[config.mk]
export PLATFORM = sky130hd
export DESIGN_NAME = addsub_seq
export DESIGN_NICKNAME = d
export VERILOG_FILES = /design/src/rtl/addsub_seq.sv
export SDC_FILE = /design/constraint.sdc
export NUM_CORES = 1
export LEC_CHECK = 0
export BUFFER_PORTS_ARGS = -buffer_cell sky130_fd_sc_hd__buf_4
export CORE_MARGIN = 1
export CORE_UTILIZATION = 37
export CTS_CLUSTER_DIAMETER = 200
export DETAILED_ROUTE_END_ITERATION = 12
export GPL_TIMING_DRIVEN = 1
export PLACE_DENSITY = 0.65
export REMOVE_ABC_BUFFERS = 1
export SLEW_MARGIN = 30
export SYNTH_ARGS = -nofsm -noshare
export SYNTH_HDL_FRONTEND = slang
export SYNTH_SLANG_ARGS = --single-unit
export TNS_END_PERCENT = 5
[constraint.sdc]
create_clock -name clk -period 7.72 [get_ports clk]
set_input_delay 0.772 -clock clk [delete_from_list [all_inputs] [get_ports clk]]
set_output_delay 0.772 -clock clk [all_outputs]
set_load 0.01 [all_outputs]
[src/rtl/addsub_seq.sv]
// addsub_seq: multi-cycle add/subtract, CHUNK bits per clock through a registered carry,
// with selectable carry-in, carry/overflow/zero flags and a start/busy/done handshake
module addsub_seq #(
   parameter int WIDTH = 32,
   parameter int CHUNK = 8
) (
   input  logic             clk,
   input  logic             rst,
   input  logic             start,
   input  logic             sub,
   input  logic             use_cin,
   input  logic             cin,
   input  logic [WIDTH-1:0] A,
   input  logic [WIDTH-1:0] B,
   output logic [WIDTH-1:0] S,
   output logic             co,
   output logic             ov,
   output logic             zero,
   output logic             busy,
   output logic             done
);
   localparam int N = WIDTH / CHUNK;
   localparam int IW = N > 1 ? $clog2(N) : 1;
   localparam logic [IW-1:0] LAST = IW'(N - 1);
   if (WIDTH % CHUNK != 0) begin : g_bad_chunk
      $error("addsub_seq: WIDTH must be a multiple of CHUNK");
   end
   typedef enum logic [1:0] {IDLE, RUN, DONE} state_t;
   state_t state, state_n;
   logic [WIDTH-1:0] a_r, b_r, s_n;
   logic [IW-1:0] idx;
   logic carry, accept, last;
   logic [CHUNK:0] sum;
   always_ff @(posedge clk)
      state <= rst ? IDLE : state_n;
   always_comb begin
      accept = state != RUN && start;
      last = idx == LAST;
      state_n = state == RUN ? (last ? DONE : RUN) : (accept ? RUN : IDLE);
      busy = state == RUN;
      done = state == DONE;
      sum = {1'b0, a_r[idx*CHUNK +: CHUNK]} + {1'b0, b_r[idx*CHUNK +: CHUNK]} + {{CHUNK{1'b0}}, carry};
      s_n = S;
      s_n[idx*CHUNK +: CHUNK] = sum[CHUNK-1:0];
   end
   // overflow uses the freshly computed MSB chunk, not the stale S
   always_ff @(posedge clk) begin
      if (rst) begin
         a_r <= '0;
         b_r <= '0;
         carry <= 1'b0;
         idx <= '0;
         S <= '0;
         co <= 1'b0;
         ov <= 1'b0;
         zero <= 1'b0;
      end else if (accept) begin
         a_r <= A;
         b_r <= sub ? ~B : B;
         carry <= use_cin ? cin : sub;
         idx <= '0;
      end else if (busy) begin
         S <= s_n;
         carry <= sum[CHUNK];
         idx <= last ? '0 : idx + 1'b1;
         if (last) begin
            co <= sum[CHUNK];
            ov <= a_r[WIDTH-1] == b_r[WIDTH-1] && sum[CHUNK-1] != a_r[WIDTH-1];
            zero <= s_n == '0;
         end
      end
   end
endmodule

# [Word level (Yosys, flattened, before mapping)]
# Index checks and enable logic that the tools add are counted.
[word_totals] regBits=104 in_bits=70 output_inout_bits=37 elab_cells=41
[classes] addsub=4 eq_ne=6 shifts=4 mux=9 bitwise_logic=2 n_reduce_logical=7
[op_table] cell="indexed part select 32 x 6 -> 8 bit" count=2
[op_table] cell="negation 5 -> 34 bit" count=1
[op_table] cell="variable shift 8 x 34 -> 32 bit, first input constant" count=1
[op_table] cell="indexed part select 8 x 34 -> 32 bit" count=1
[op_table] cell="bitwise mux 32 bit" count=1
[op_table] cell="logical NOT 32 bit" count=1
[op_table] cell="two-way mux 32 bit" count=1
[op_table] cell="NOT 32 bit" count=1
[op_table] cell="adder 8 x 8 -> 9 bit" count=1
[op_table] cell="adder 9 x 1 -> 9 bit" count=1
[op_table] cell="two-way mux 2 bit" count=3
[op_table] cell="== test 2 bit, second input constant" count=2
[op_table] cell="two-way mux 1 bit" count=4
[op_table] cell="AND reduction 3 bit" count=1
[op_table] cell="adder 2 x 1 -> 2 bit, second input constant" count=1
[op_table] cell="== test 2 x 1 -> 1 bit, second input constant" count=1
[op_table] cell="logical AND 1 bit" count=2
[op_table] cell="inequality test 2 x 1 -> 1 bit, second input constant" count=1
[op_table] cell="AND reduction 2 bit" count=1
[op_table] cell="nonzero test 2 bit" count=1
[op_table] cell="OR reduction 2 bit" count=1
[op_table] cell="== test 1 bit" count=1
[op_table] cell="inequality test 1 bit" count=1
[op_table] cell="NOT 1 bit" count=1

# [Longest topological paths before layout]
[logic_depth] depth_word=6 depth_mapped=11 ltp_nobuf=9

# [Least setup slack after synthesis]
# OpenSTA, ideal clock, no wires.
[synth_timing] path_kind="register to register" from="reg idx[1]" to="reg zero" setup_time_ns=0.084 arrival_time_ns=3.500 required_time_ns=7.636 setup_slack_ns=4.135 stages_incl_launch_ff=12 n_path_buf=2 synth_period_minus_slack_ns=3.585 path_cell_list="dfxtp_1 > clkbuf_1 > buf_1 > mux4_2 > fa_1 > fa_1 > a211oi_2 > nor2_1 > xor2_1 > a211o_1 > o31a_1 > o31ai_2"
[synth_via] elab_chain_cells=6 elab_cells_between_ends=11 cone_classes="add/sub (3); eq/ne (1); shift (4); mux (1); reduce/logical (2)"
[synth_rtl] element="from (decl)" line_no="31" text="logic [IW-1:0] idx;"
[synth_rtl] element="from (signal assigned)" line_no="65" text="idx <= last ? '0 : idx + 1'b1;"
[synth_rtl] element="indexed part select 32 x 6 -> 8 bit" line_no="42" text="sum = {1'b0, a_r[idx*CHUNK +: CHUNK]} + {1'b0, b_r[idx*CHUNK +: CHUNK]} + {{CHUNK{1'b0}}, carry};"
[synth_rtl] element="adder 8 x 8 -> 9 bit" line_no="42"
[synth_rtl] element="adder 9 x 1 -> 9 bit" line_no="42"
[synth_rtl] element="indexed part select 8 x 34 -> 32 bit" line_no="44" text="s_n[idx*CHUNK +: CHUNK] = sum[CHUNK-1:0];"
[synth_rtl] element="bitwise mux 32 bit" line_no="44"
[synth_rtl] element="logical NOT 32 bit" line_no="69" text="zero <= s_n == '0;"
[synth_rtl] element="to (signal assigned)" line_no="56" text="zero <= 1'b0;"
[synth_rtl] element="to (signal assigned)" line_no="69"
[synth_rtl] element="to (decl)" line_no="18" text="output logic zero,"
# Parallel ways exist; a longest one is shown, timed or not.
# A chain may end at the register's enable or synchronous reset.

# [Worst setup path after layout]
[layout_timing] from="reg idx[0]" to="reg zero"
# The elaborated chain is that of the path after synthesis.

==> results.sh <==
export IMPL_run_status="complete, no violations"
export IMPL_finalPower_uw=1340
export IMPL_drt_first_iter_violations=329
export IMPL_slew_headroom_pct=44.1
export IMPL_vdd_ir_drop_worst_v=0.000122
export IMPL_hold_path_end="a_r[19]"
export IMPL_cts_setup_buffers=0
export IMPL_grt_ovfl_total=0
export IMPL_final_weighted_congestion_in_routability_driven_placement=0.875
export IMPL_die_area_mm2=0.0137
export IMPL_period_minus_slack_ps=3730
export IMPL_layout_drive_gt1_share_pct=24.4
export IMPL_setup_worst_path_class="flop to flop"
export IMPL_setup_worst_path_end_class="flop"
export IMPL_total_cts_buffers=9
export IMPL_critical_path_peak_fanout=11
export IMPL_synth_area_leaders="sky130_fd_sc_hd__dfxtp_1 (42%), sky130_fd_sc_hd__mux4_2 (7.4%), sky130_fd_sc_hd__nor2_1 (6.3%)"
export IMPL_rsz0062_at_grt="no"
export IMPL_design_core_area_mm2=0.0128
export IMPL_clock_sinks=104
export IMPL_groute_usage_overall_pct=18.2
export IMPL_clock_tree_buffer_depth=2
export IMPL_dp_slack_ps=3960
export IMPL_clk_transition_reported_paths_ps=80
export IMPL_via_count_of_the_first_global_routing_pass=3901
export IMPL_max_cap_viol_count=0
export IMPL_final_hold_viol_count=0
export IMPL_synth_enable_flop_cells=0
export IMPL_synth_cells=548
export IMPL_placement_rows=41
export IMPL_setup_tns_ps=0
export IMPL_antenna_violations_before_repair=0
export IMPL_finClkSkew_ps=12.1
export IMPL_min_period_over_period_pct=48.3
export IMPL_depth_of_the_worst_register_to_register_path=8
export IMPL_r2r_path_end="zero"
export IMPL_synth_largest_type_area_fraction_pct=42.5
export IMPL_cts_hold_buf=0
export IMPL_floorplan_initialDensity_pct=38.4
export IMPL_number_of_antenna_diodes=0
export IMPL_layout_nets=715
export IMPL_postSynthRegisterBits=104
export IMPL_setup_viol=0
export IMPL_post_route_util_pct=48.1
export IMPL_drt_wirelength_mm=12.0
export IMPL_drt_first_pass_iters=4
export IMPL_vias=4161
export IMPL_synth_most_common_cell="sky130_fd_sc_hd__dfxtp_1"
export IMPL_avgSynthCellArea_um2=8.94
export IMPL_required_time_at_the_endpoint_of_the_critical_path_ps=7980
export IMPL_dieWidth_um=117
export IMPL_tightestPinTransition_ps=838
export IMPL_area_growth_synth_to_final_pct=25.4
export IMPL_detailed_place_hpwl_mm=8.86
export IMPL_cts_tree="done"
export IMPL_drv_slew=0
export IMPL_port_buffers=106
export IMPL_async_flop_share_pct=0
export IMPL_dominantRegCellSynth="sky130_fd_sc_hd__dfxtp_1"
export IMPL_static_leakage_power_uw=0.00241
export IMPL_r2r_setup_slack_ps=3990
export IMPL_cellPowerDensity_mw_per_mm2=219
export IMPL_routed_via_density=5.16
export IMPL_final_antenna_net_count=0
export IMPL_timing_hold_worst_class="flop to flop"
export IMPL_synth_warnings=0
export IMPL_netlist_area_mm2=0.00490
export IMPL_holdWs_ps=456
export IMPL_worstReg2RegStart="idx[0]"
export IMPL_timing_critical_path_from_type="flop"
export IMPL_chipHeight_um=117
export IMPL_worst_skew_pair_later_pin_latency_ps=340
export IMPL_number_of_inserted_filler_cells_in_the_final_layout=1217
export IMPL_ys_types=47
export IMPL_clock_tree_root_cell="sky130_fd_sc_hd__clkbuf_16"
export IMPL_drcViolationCount=0
export IMPL_worstHoldStart="a_r[19]"
export IMPL_whs_path_depth=2
export IMPL_grt_first_pass_wirelength_mm=19.3
export IMPL_htree_levels=3
export IMPL_wl_per_cell_um=14.8
export IMPL_postLayoutSetupSlackWorst_ps=3990
export IMPL_synth_top_cells_by_count="sky130_fd_sc_hd__dfxtp_1 (104), sky130_fd_sc_hd__nor2_1 (82), sky130_fd_sc_hd__nand2_1 (80), sky130_fd_sc_hd__a21oi_1 (54), sky130_fd_sc_hd__a211oi_1 (35)"
export IMPL_count_of_boundary_i_o_pins=107
export IMPL_cp_data_arrival_time_ps=3990
export IMPL_synth_sequential_area_ratio_pct=42.5
export IMPL_cts_resized=0
export IMPL_synth_top_cell_by_area="sky130_fd_sc_hd__dfxtp_1"
export IMPL_max_freq_mhz=268
export IMPL_grt_start_max_net_pins=104
## worst max-delay path: stages (launching register included)
cell and delay, ps:
sky130_fd_sc_hd__dfxtp_1 750, sky130_fd_sc_hd__mux4_2 600, sky130_fd_sc_hd__fa_1 480, sky130_fd_sc_hd__fa_1 470
sky130_fd_sc_hd__xnor2_1 350, sky130_fd_sc_hd__a211oi_1 100, sky130_fd_sc_hd__a2111oi_0 430, sky130_fd_sc_hd__o211ai_1 200
sky130_fd_sc_hd__o31ai_2 270
## placed cells by master, fill, tap and decap left out, drive strengths merged, types with 7 or more instances in the layout
cell,Yosys,routed
mux4,16,16
a211oi,37,37
nor3,7,7
xnor2,34,34
clkbuf,28,10
a21oi,54,54
nor2,82,82
buf,10,109
ha,13,13
a22oi,27,27
nand2,80,80
dfxtp,104,104
## worst max path at each step
stage	startpoint	to	cells past startpoint
2_1_floorplan	idx[0]	zero	9
3_3_place_gp	idx[1]	zero	9
3_5_place_dp	idx[1]	zero	8
4_1_cts	idx[1]	zero	8
5_1_grt	idx[0]	zero	9
6_report	idx[0]	zero	8
## power by group
| part | internal (µW) | switching [µW] | total, µW |
|---|---|---|---|
| sequential | 566 | 20.4 | 587 |
| combinational | 100 | 126 | 227 |
| clock | 328 | 203 | 530 |
## final cells by class
class                   count  area, µm²  area share (%)
clock inverters             6        113            1.83
inverters                   5       18.8           0.305
flip-flops and latches    104       2080            33.9
repair buffers            109        822            13.4
clock buffers              10        239            3.89
well taps                 172        215            3.50
multi-input cells         401       2650            43.2
## sequential cells by signal, summed over array words and instances (netlist names)
register,flops
state,2
zero,1
co,1
b_r,32
idx,2
ov,1
carry,1
a_r,32
S,32
## cells by family after synthesis
family,after synthesis,synth area share [%]
AOI/OAI and AO/OA,136,18.6
xor gates and xnor gates,39,7.12
adders and majority gates,15,4.14
buffers and inverters,43,3.45
DFF,104,42.5
muxes,18,7.76
and+or+nand+nor,193,16.5
## layer usage
layer / track usage [%] / share of wire, %
met3: 3.81 / 5.5
met1: 24.9 / 48
met5: 0 / 0
met2: 29.5 / 45
met4: 4.56 / 1.4
## per-stage QoR
stage          cells  cell area, µm²
2_1_floorplan    510            4750
3_3_place_gp     791            5790
3_5_place_dp     791            5790
4_1_cts          807            6140
5_1_grt          807            6140
6_report         807            6140
Power figures use the tool's default switching activity.
